`src/rtl/program_counter_unit.sv`:
```
// program_counter_unit: 16-bit PC built from PCL/PCH byte registers.
// Loads from ADL/ADH, increments, flags PCL carry-out and full wrap.
//
// Ports:
//   CLK, RST           clock, synchronous active-high reset
//   RDY                1 = advance, 0 = hold every register
//   LOAD_L, LOAD_H     load PCL from ADL_IN / PCH from ADH_IN
//   INC                add 1 to the (possibly loaded) 16-bit value
//   ADL_IN, ADH_IN     internal address bus low / high
//   PCL_OUT, PCH_OUT   registered PC bytes
//   PAGE_CROSS, WRAP   registered pulses describing the last update
module program_counter_unit #(
    parameter int              WIDTH    = 8,
    parameter logic [2*WIDTH-1:0] RESET_PC = 16'hFFFC
) (
    input  logic             CLK,
    input  logic             RST,
    input  logic             RDY,
    input  logic             LOAD_L,
    input  logic             LOAD_H,
    input  logic             INC,
    input  logic [WIDTH-1:0] ADL_IN,
    input  logic [WIDTH-1:0] ADH_IN,
    output logic [WIDTH-1:0] PCL_OUT,
    output logic [WIDTH-1:0] PCH_OUT,
    output logic             PAGE_CROSS,
    output logic             WRAP
);

    logic [WIDTH-1:0] pcl;
    logic [WIDTH-1:0] pch;
    logic             page_cross;
    logic             wrap;

    logic [WIDTH-1:0] base_l;
    logic [WIDTH-1:0] base_h;
    logic [WIDTH-1:0] next_l;
    logic [WIDTH-1:0] next_h;
    logic             carry_l;
    logic             carry_h;

    assign base_l = LOAD_L ? ADL_IN : pcl;
    assign base_h = LOAD_H ? ADH_IN : pch;

    // Carry ripples from the low byte into the high byte.
    assign {carry_l, next_l} = {1'b0, base_l} + {{WIDTH{1'b0}}, INC};
    assign {carry_h, next_h} = {1'b0, base_h} + {{WIDTH{1'b0}}, carry_l};

    always_ff @(posedge CLK) begin
        if (RST) begin
            pcl        <= RESET_PC[WIDTH-1:0];
            pch        <= RESET_PC[2*WIDTH-1:WIDTH];
            page_cross <= 1'b0;
            wrap       <= 1'b0;
        end else if (RDY) begin
            pcl        <= next_l;
            pch        <= next_h;
            page_cross <= carry_l;
            wrap       <= carry_h;
        end
    end

    assign PCL_OUT    = pcl;
    assign PCH_OUT    = pch;
    assign PAGE_CROSS = page_cross;
    assign WRAP       = wrap;

endmodule

```
`config.mk`:
```
export PLATFORM = sky130hd
export DESIGN_NAME = program_counter_unit
export DESIGN_NICKNAME = d
export VERILOG_FILES = /design/src/rtl/program_counter_unit.sv
export SDC_FILE = /design/constraint.sdc
export NUM_CORES = 1
export LEC_CHECK = 0
export BUFFER_PORTS_ARGS = -buffer_cell sky130_fd_sc_hd__buf_2
export CAP_MARGIN = 5
export CORE_MARGIN = 3
export CORE_UTILIZATION = 45
export CTS_CLUSTER_SIZE = 12
export DETAILED_ROUTE_END_ITERATION = 7
export PLACE_DENSITY = 0.7
export SYNTH_ARGS = -nofsm -noshare
export SYNTH_HDL_FRONTEND = slang
export SYNTH_SLANG_ARGS = --single-unit
export TNS_END_PERCENT = 1
```
`constraint.sdc`:
```
create_clock -name CLK -period 3.8 [get_ports CLK]
set_clock_uncertainty 0.05 [all_clocks]
set_input_delay 0.38 -clock CLK [delete_from_list [all_inputs] [get_ports CLK]]
set_output_delay 0.38 -clock CLK [all_outputs]
set_load 0.01 [all_outputs]
```
======== Word level (Yosys, flattened, before mapping) ========
Cells that the tools add are included.
cells by class
  $add $sub $neg .......................... 2
  multiplexer cells ....................... 2
operators by type and width
  cell                  count
  adder 8 x 1 -> 9 bit  2
  2-to-1 mux 8 bit      2
storage, ports and cells
  word-level logic and storage cells ...... 8
  output and inout bits ................... 18
  flip-flop bits (word level) ............. 18
  input bits .............................. 22

======== Depth between registers and ports, before layout ========
Gate-level depths: netlist (run 1).
  depth after elaboration ................. 3
  mapped depth ............................ 15
  gate-level depth less buffers ........... 12

======== Worst setup path before layout (run 1) ========
OpenSTA, ideal clock, no wires.
  kind .................................... input-to-reg
  from .................................... input port LOAD_L
  to ...................................... register pch[6] (netlist: PCH_OUT[6])
  setup time .............................. 0.128 ns
  cell stages on the path ................. 15
  arrival ................................. 3.073 ns
  slack ................................... 0.549 ns
  path buffers ............................ 3
  data required time ...................... 3.622 ns
  path through ............................ buf_4 -> buf_2 -> mux2_2 -> ha_1 -> ha_1 -> inv_1 -> a221oi_2 -> and2_1 -> ha_1 -> ha_1 -> clkbuf_1 -> inv_1 -> a221oi_4 -> mux2i_1 -> a211oi_2
on the way
  longest elaborated chain between the ends .. 3
ends and longest elaborated chain
  element               RTL line  text
  from (decl)           19        input logic LOAD_L,
  2-to-1 mux 8 bit      42        assign base_l = LOAD_L ? ADL_IN : pcl;
  adder 8 x 1 -> 9 bit  46        assign {carry_l, next_l} = {1'b0, base_l} + {{WIDTH{1'b0}}, INC};
  via carry_l           39        logic carry_l;
  adder 8 x 1 -> 9 bit  47        assign {carry_h, next_h} = {1'b0, base_h} + {{WIDTH{1'b0}}, carry_l};
  to (signal assigned)  52        pch <= RESET_PC[2*WIDTH-1:WIDTH];
  to (signal assigned)  57        pch <= next_h;
  to (decl)             31        logic [WIDTH-1:0] pch;
The timed path passes the listed nets, and every way through them passes these cells.
A chain may end at the register's enable or synchronous reset.

======== Final worst setup path (run 1) ========
  from .................................... register pcl[0] (netlist: PCL_OUT[0])
  to ...................................... register pch[6] (netlist: PCH_OUT[6])
on the way
  longest elaborated chain between the ends .. 3
ends and longest elaborated chain
  element                 RTL line  text
  from (decl)             30        logic [WIDTH-1:0] pcl;
  from (signal assigned)  51        pcl <= RESET_PC[WIDTH-1:0];
  from (signal assigned)  56        pcl <= next_l;
  2-to-1 mux 8 bit        42
  adder 8 x 1 -> 9 bit    46
  via carry_l             39
  adder 8 x 1 -> 9 bit    47
The timed path passes the listed nets, and every way through them passes these cells.

==> metrics.md, run 1 <==
| Metric | Value |
|---|---|
| Power Density | 264 nW/um^2 |
| Yosys reg bits | 18 |
| Yosys top cell area share | 24.2% |
| Status | complete, no violations |
| Overall Power | 0.453 mW |
| YS warnings | 0 |
| Hold_buf cts | 0 |
| Largest cells by area after synthesis | dfxtp_1 24%, mux2i_1 6.1%, a21oi_1 4.0% |
| Drt wl/cell | 13.9 um |
| Critical Path AT | 3190 ps |
| Synth-to-Final Area Change | 15.5% |
| GRT Total Usage | 18.5% |
| Fin nets | 243 |
| Largest net degree at the start of global routing | 29 |
| Core area | 3100 um^2 |
| Fin cells | 260 |
| Via density | 5.63 |
| Netlist cell types | 48 |
| CTS root buf | clkbuf_4 |
| First-pass GRT wire length | 6.20 mm |
| Unrepaired setup endpoints after global routing | no |
| Crit share post-route | 80.1% |
| Clk_lat worst skew | 310 ps |
| Multiplexer area fraction after synthesis | 9.09% |
| Hold Fails Final Rpt | 0 |
| Setup TNS | 0 ps |
| Remaining antenna violation count after routing | 0 |
| Min cycle time layout | 3040 ps |
| Area share of and/or/nand/nor cells after synthesis | 28.9% |
| Clock buffer depth | 2 |
| CTS buffer count | 3 |
| CP Capture Type | flip-flop |
| Post-synth ARST share | 0% |
| Total vias in the final route | 1464 |
| Area share of fa/ha/maj cells after synthesis | 3.37% |
| Die area | 4030 um^2 |
| Cell count after synthesis | 184 |
| Row count | 20 |
| Data required, critical path | 3950 ps |
| Post-Synth XOR/XNOR Area | 2.95% |
| Final HPWL DP | 2.57 mm |
| Critical path class | flip-flop to flip-flop |
| Max-slew violation count | 0 |
| Total iterations of the first detailed-routing run | 4 |
| Leak Pwr | 0.761 nW |
| Die W | 63.5 um |
| Maximum VDD drop | 0.175 mV |
| Netlist area before placement | 1490 um^2 |
| DRC viols | 0 |
| Final core occ | 55.3% |
| Maxcap violations | 0 |
| Syn_area_per_cell | 8.08 um^2 |
| Largest family of logic cells by synthesized area | simple AND/OR/NAND/NOR gates |
| Area taken by multi-input logic gates | 1020 um^2 |
| Actual slew at the worst max-slew pin | 499 ps |
| Relative slew slack | 66.7% |
| Ys flop type | dfxtp_1 |
| Congestion Overflow GR | 0 |
| Reg clk slew, reported paths | 120 ps |
| Top post-synthesis cells by count | 18 x dfxtp_1, 12 x a21oi_1, 11 x nand2_1, 11 x nand3_1, 10 x inv_1 |
| Count leader, synth | dfxtp_1 |
| Final Setup Violations | 0 |
| Fmax | 329 MHz |
| Final instance area | 1720 um^2 |
| Worst hold path type | primary input to flip-flop |
| Filler instances | 341 |
| Die height | 63.5 um |
| Initial antenna violation count | 0 |
| Top-level port count | 40 |
| Synth Area in Compound Gates | 24.7% |
| Reg area | 360 um^2 |
| Vias in the first global route | 1385 |
| Post-CTS setup repair buffer count | 0 |
| N_diodes | 0 |
| Post-synth EDFFs | 0 |
| # resized after CTS | 0 |
| Ratio of cells with drive above 1 in the final layout | 26.4% |
| Dominant cell type by area after synthesis | dfxtp_1 |
| Placed inst area | 1680 um^2 |
| WL final | 3.62 mm |
| Worst Path Max Fanout | 7 |
| Initial Util | 47.9% |
| Sequential fraction of the synthesis area | 24.2% |
| # placed instances | 256 |
| CTS tree | built |
| Routability cong. | 0.847 |
| Clock sinks | 18 |
| Port Buffer Count | 39 |
| Net Count, Synth | 210 |
| Starting DRC count in detailed routing | 52 |
| Critical Path Start Type | flip-flop |
| H-tree depth | 1 |
-- sequential cells by signal, indices dropped and copies added (netlist names) --
register / count
PAGE_CROSS: 1
PCH_OUT: 8
PCL_OUT: 8
WRAP: 1
-- kinds of logic after synthesis --
kind of cell | after synthesis
compound gates | 50
xor+xnor | 5
fa+ha+maj | 4
buf+inv | 22
flops | 18
mux | 13
simple gates | 72
-- where the power goes --
| part | internal [mW] | switching, mW | leakage [nW] |
|---|---|---|---|
| Combinational | 0.0509 | 0.0651 | 0.591 |
| Clock | 0.0585 | 0.0647 | 0.0210 |
| Sequential | 0.200 | 0.0142 | 0.148 |
-- cell usage in the layout, fill, tap and decap left out, types with 3 or more instances in the layout --
cell type / count
a21oi_1: 12
mux2i_1: 9
clkbuf_4: 3
ha_1: 4
nor2_1: 9
nor2b_1: 4
mux2_2: 4
nand2_1: 11
nand3_1: 11
a22oi_1: 3
o21ai_0: 9
buf_2: 39
dfxtp_1: 18
nor4_1: 5
o31ai_1: 3
nand3b_1: 5
a211oi_1: 3
inv_1: 10
xor2_1: 3
and3_1: 3
nor3_1: 9
-- cell type report --
class                           instances  area share [%]
Clock buffer                            4            2.11
Sequential cell                        18            21.0
Inverter                               10            2.19
Timing Repair Buffer                   40            11.8
Multi-Input combinational cell        144            59.7
Tap cell                               44            3.21
-- stage by stage --
stage | setup WS, ps | hold WS [ps]
floorplan | 549 | 431
global placement | 664 | 397
detailed placement | 544 | 402
CTS | 771 | 347
global route | 485 | 373
finish | 756 | 355
-- path summary, 6_finish.rpt --
kind	slack (ps)	start	endpoint	depth (start not counted)
hold / removal	350	ADH_IN[5]	PCH_OUT[5]$_SDFFE_PP1P_	3
setup reg to reg	760	PCL_OUT[0]$_SDFFE_PP0P_	PCH_OUT[6]$_SDFFE_PP1P_	12
setup / recovery	760	PCL_OUT[0]$_SDFFE_PP0P_	PCH_OUT[6]$_SDFFE_PP1P_	12
hold reg to reg	420	WRAP$_SDFFE_PP0P_	WRAP$_SDFFE_PP0P_	2
-- layer usage --
| layer | part of all wire, % | track usage, % | wire [um] | vias up |
|---|---|---|---|---|
| met5 | 0 | 0 | 0 | - |
| met4 | 0.52 | 3.50 | 19 | 0 |
| met3 | 4.5 | 3.92 | 163 | 2 |
| met2 | 46 | 29.9 | 1660 | 32 |
| met1 | 49 | 25.4 | 1780 | 674 |
| li1 | - | - | - | 756 |
-- worst max-delay path, stage by stage, from the launching register on --
cell      delay (ps)
dfxtp_1          370
mux2_2           160
ha_1             210
ha_1             300
inv_1            110
a221oi_2         280
and2_1           210
ha_1             220
ha_1             330
inv_1            130
a221oi_4         260
mux2i_1          250
a211oi_2          80
(Power assumes the default switching activity.)
==> run 2: changes to the inputs <==
- clock period: 3.8 -> 3 ns (I/O delays scaled with it)
==> run 2 against run 1 <==
Routed wire length is 4.8% higher. Via count is 4.6% higher. Cell count is 0.38% higher. Sequential power is 27% higher. Total power is 24% higher. Hold slack worse by 82 ps. Register-to-register slack worse by 440 ps. Critical path depth stayed put. Combinational power is 31% higher. Sequential cell count stayed put. Sequential share of layout area is 0.20 points lower. Design area is 0.95% higher. Critical path type unchanged. Largest cell class unchanged. Largest power group unchanged.
==> metrics.md, run 2 (synthesis gave the netlist of run 1 again) <==
| Metric | Value |
|---|---|
| Status | complete, no violations |
| CP top delay family | adder cells |
| Core area | 3100 um^2 |
| Hold Fails Final Rpt | 0 |
| Unrepaired setup endpoints after global routing | no |
| Initial antenna violation count | 0 |
| Worst hold path type | primary input to flip-flop |
| DRC viols | 0 |
| R2r startpoint | PCL_OUT[0]$_SDFFE_PP0P_ |
| Via density | 5.87 |
| Slowest-stage cell, CP | dfxtp_1 |
| CP Capture Type | flip-flop |
| Fin cells | 261 |
| Worst min-delay path startpoint | ADL_IN[5] |
| # placed instances | 258 |
| Reg clk slew, reported paths | 120 ps |
| Die height | 63.5 um |
| WL final | 3.79 mm |
| Port Buffer Count | 39 |
| Vias in the first global route | 1405 |
| Largest net degree at the start of global routing | 29 |
| GRT Total Usage | 18.8% |
| CTS root buf | clkbuf_4 |
| Clock sinks | 18 |
| Starting DRC count in detailed routing | 84 |
| Leak Pwr | 0.761 nW |
| Synth-to-Final Area Change | 16.6% |
| CTS tree | built |
| Setup TNS | 0 ps |
| H-tree depth | 1 |
| Hold Path End | PCL_OUT[5]$_SDFFE_PP1P_ |
| Actual slew at the worst max-slew pin | 509 ps |
| N_diodes | 0 |
| Initial Util | 47.9% |
| Fin nets | 245 |
| Clk_lat worst skew | 310 ps |
| Final Setup Violations | 0 |
| Maxcap violations | 0 |
| Routability cong. | 0.849 |
| WP buf/inv | 2 |
| Min cycle time layout | 2690 ps |
| Crit share post-route | 89.6% |
| Critical Path Start Type | flip-flop |
| Remaining antenna violation count after routing | 0 |
| Total iterations of the first detailed-routing run | 4 |
| Hold_buf cts | 0 |
| Critical path class | flip-flop to flip-flop |
| Total vias in the final route | 1532 |
| Power Density | 324 nW/um^2 |
| Clock buffer depth | 2 |
| Die W | 63.5 um |
| R2r worst-path depth | 12 |
| Fmax | 372 MHz |
| Die area | 4030 um^2 |
| Congestion Overflow GR | 0 |
| Worst r2r dst | PCH_OUT[6]$_SDFFE_PP1P_ |
| Final instance area | 1730 um^2 |
| Critical Path AT | 2840 ps |
| Final HPWL DP | 2.72 mm |
| Placed inst area | 1710 um^2 |
| Row count | 20 |
| Crit-path cells | mux2_2, ha_1, ha_4, inv_1, a221oi_2, and2_1, ha_1, ha_2, inv_1, a221oi_4, mux2i_1, a211oi_2 |
| Ratio of cells with drive above 1 in the final layout | 27.6% |
| Critical path origin | PCL_OUT[0]$_SDFFE_PP0P_ |
| Final core occ | 55.8% |
| Filler instances | 324 |
| Data required, critical path | 3150 ps |
| CTS buffer count | 3 |
| Commonest non-fill, non-tap cell in the layout | buf_2 |
| Worst R2R Setup Slack | 310 ps |
| Relative slew slack | 66.1% |
| Critical path's largest stage delay | 380 ps |
| First-pass GRT wire length | 6.29 mm |
| Most frequent cells in the layout | 39 x buf_2, 18 x dfxtp_1, 12 x a21oi_1 |
| Max-slew violation count | 0 |
| Worst Path Max Fanout | 7 |
| Maximum VDD drop | 0.152 mV |
| Drt wl/cell | 14.5 um |
| Top-level port count | 40 |
| Overall Power | 0.561 mW |
| Hold Crit Depth | 3 |
## run 2: timing repair
action	in CTS	in global routing
buffers inserted	0	0
gates resized for setup	0	1
setup endpoints to repair	0	1
## run 2: cell type report
class                           instances  area [um^2]  share of cell area (%)
Tap cell                               44         55.1                    3.18
Timing Repair Buffer                   42          218                    12.6
Multi-Input combinational cell        144         1040                    60.0
Inverter                               10         37.5                    2.17
Clock buffer                            3         22.5                    1.30
Sequential cell                        18          360                    20.8
## run 2: worst max path at each step
stage                              end  slack, ps  cells after the start
2_1_floorplan  PCH_OUT[2]$_SDFFE_PP1P_         -4                     15
3_3_place_gp   PCH_OUT[6]$_SDFFE_PP1P_        210                     13
3_5_place_dp   PCH_OUT[6]$_SDFFE_PP1P_        120                     13
4_1_cts        PCH_OUT[6]$_SDFFE_PP1P_        240                     12
5_1_grt        PCH_OUT[6]$_SDFFE_PP1P_         80                     12
6_report       PCH_OUT[6]$_SDFFE_PP1P_        310                     12
## run 2: power breakdown
group / internal (mW) / switching [mW]
clock network: 0.0470 / 0.0908
registers: 0.253 / 0.0177
logic: 0.0670 / 0.0851
total: 0.367 / 0.194
## run 2: worst reg2reg max path, delay by kind of cell, from the launching register on
kind	cells	cell delay, ps
and+or+nand+nor	1	180
AOI/OAI and AO/OA	3	540
adders and majority gates	4	850
DFF	1	380
muxes	2	410
buffers and inverters	2	170
## run 2: metal layers
layer / wire (um) / part of all wire, % / GRT usage (%)
met3: 190 / 5.0 / 3.21
met4: 40 / 1.1 / 7.01
met2: 1830 / 48 / 31.6
met1: 1740 / 46 / 23.9
met5: 0 / 0 / 0
## run 2: per-stage QoR
stage / hold WS [ps] / setup WS (ps)
floorplan: 431 / -4.37
global placement: 394 / 206
detailed placement: 407 / 118
CTS: 275 / 237
global route: 299 / 80.5
finish: 273 / 313
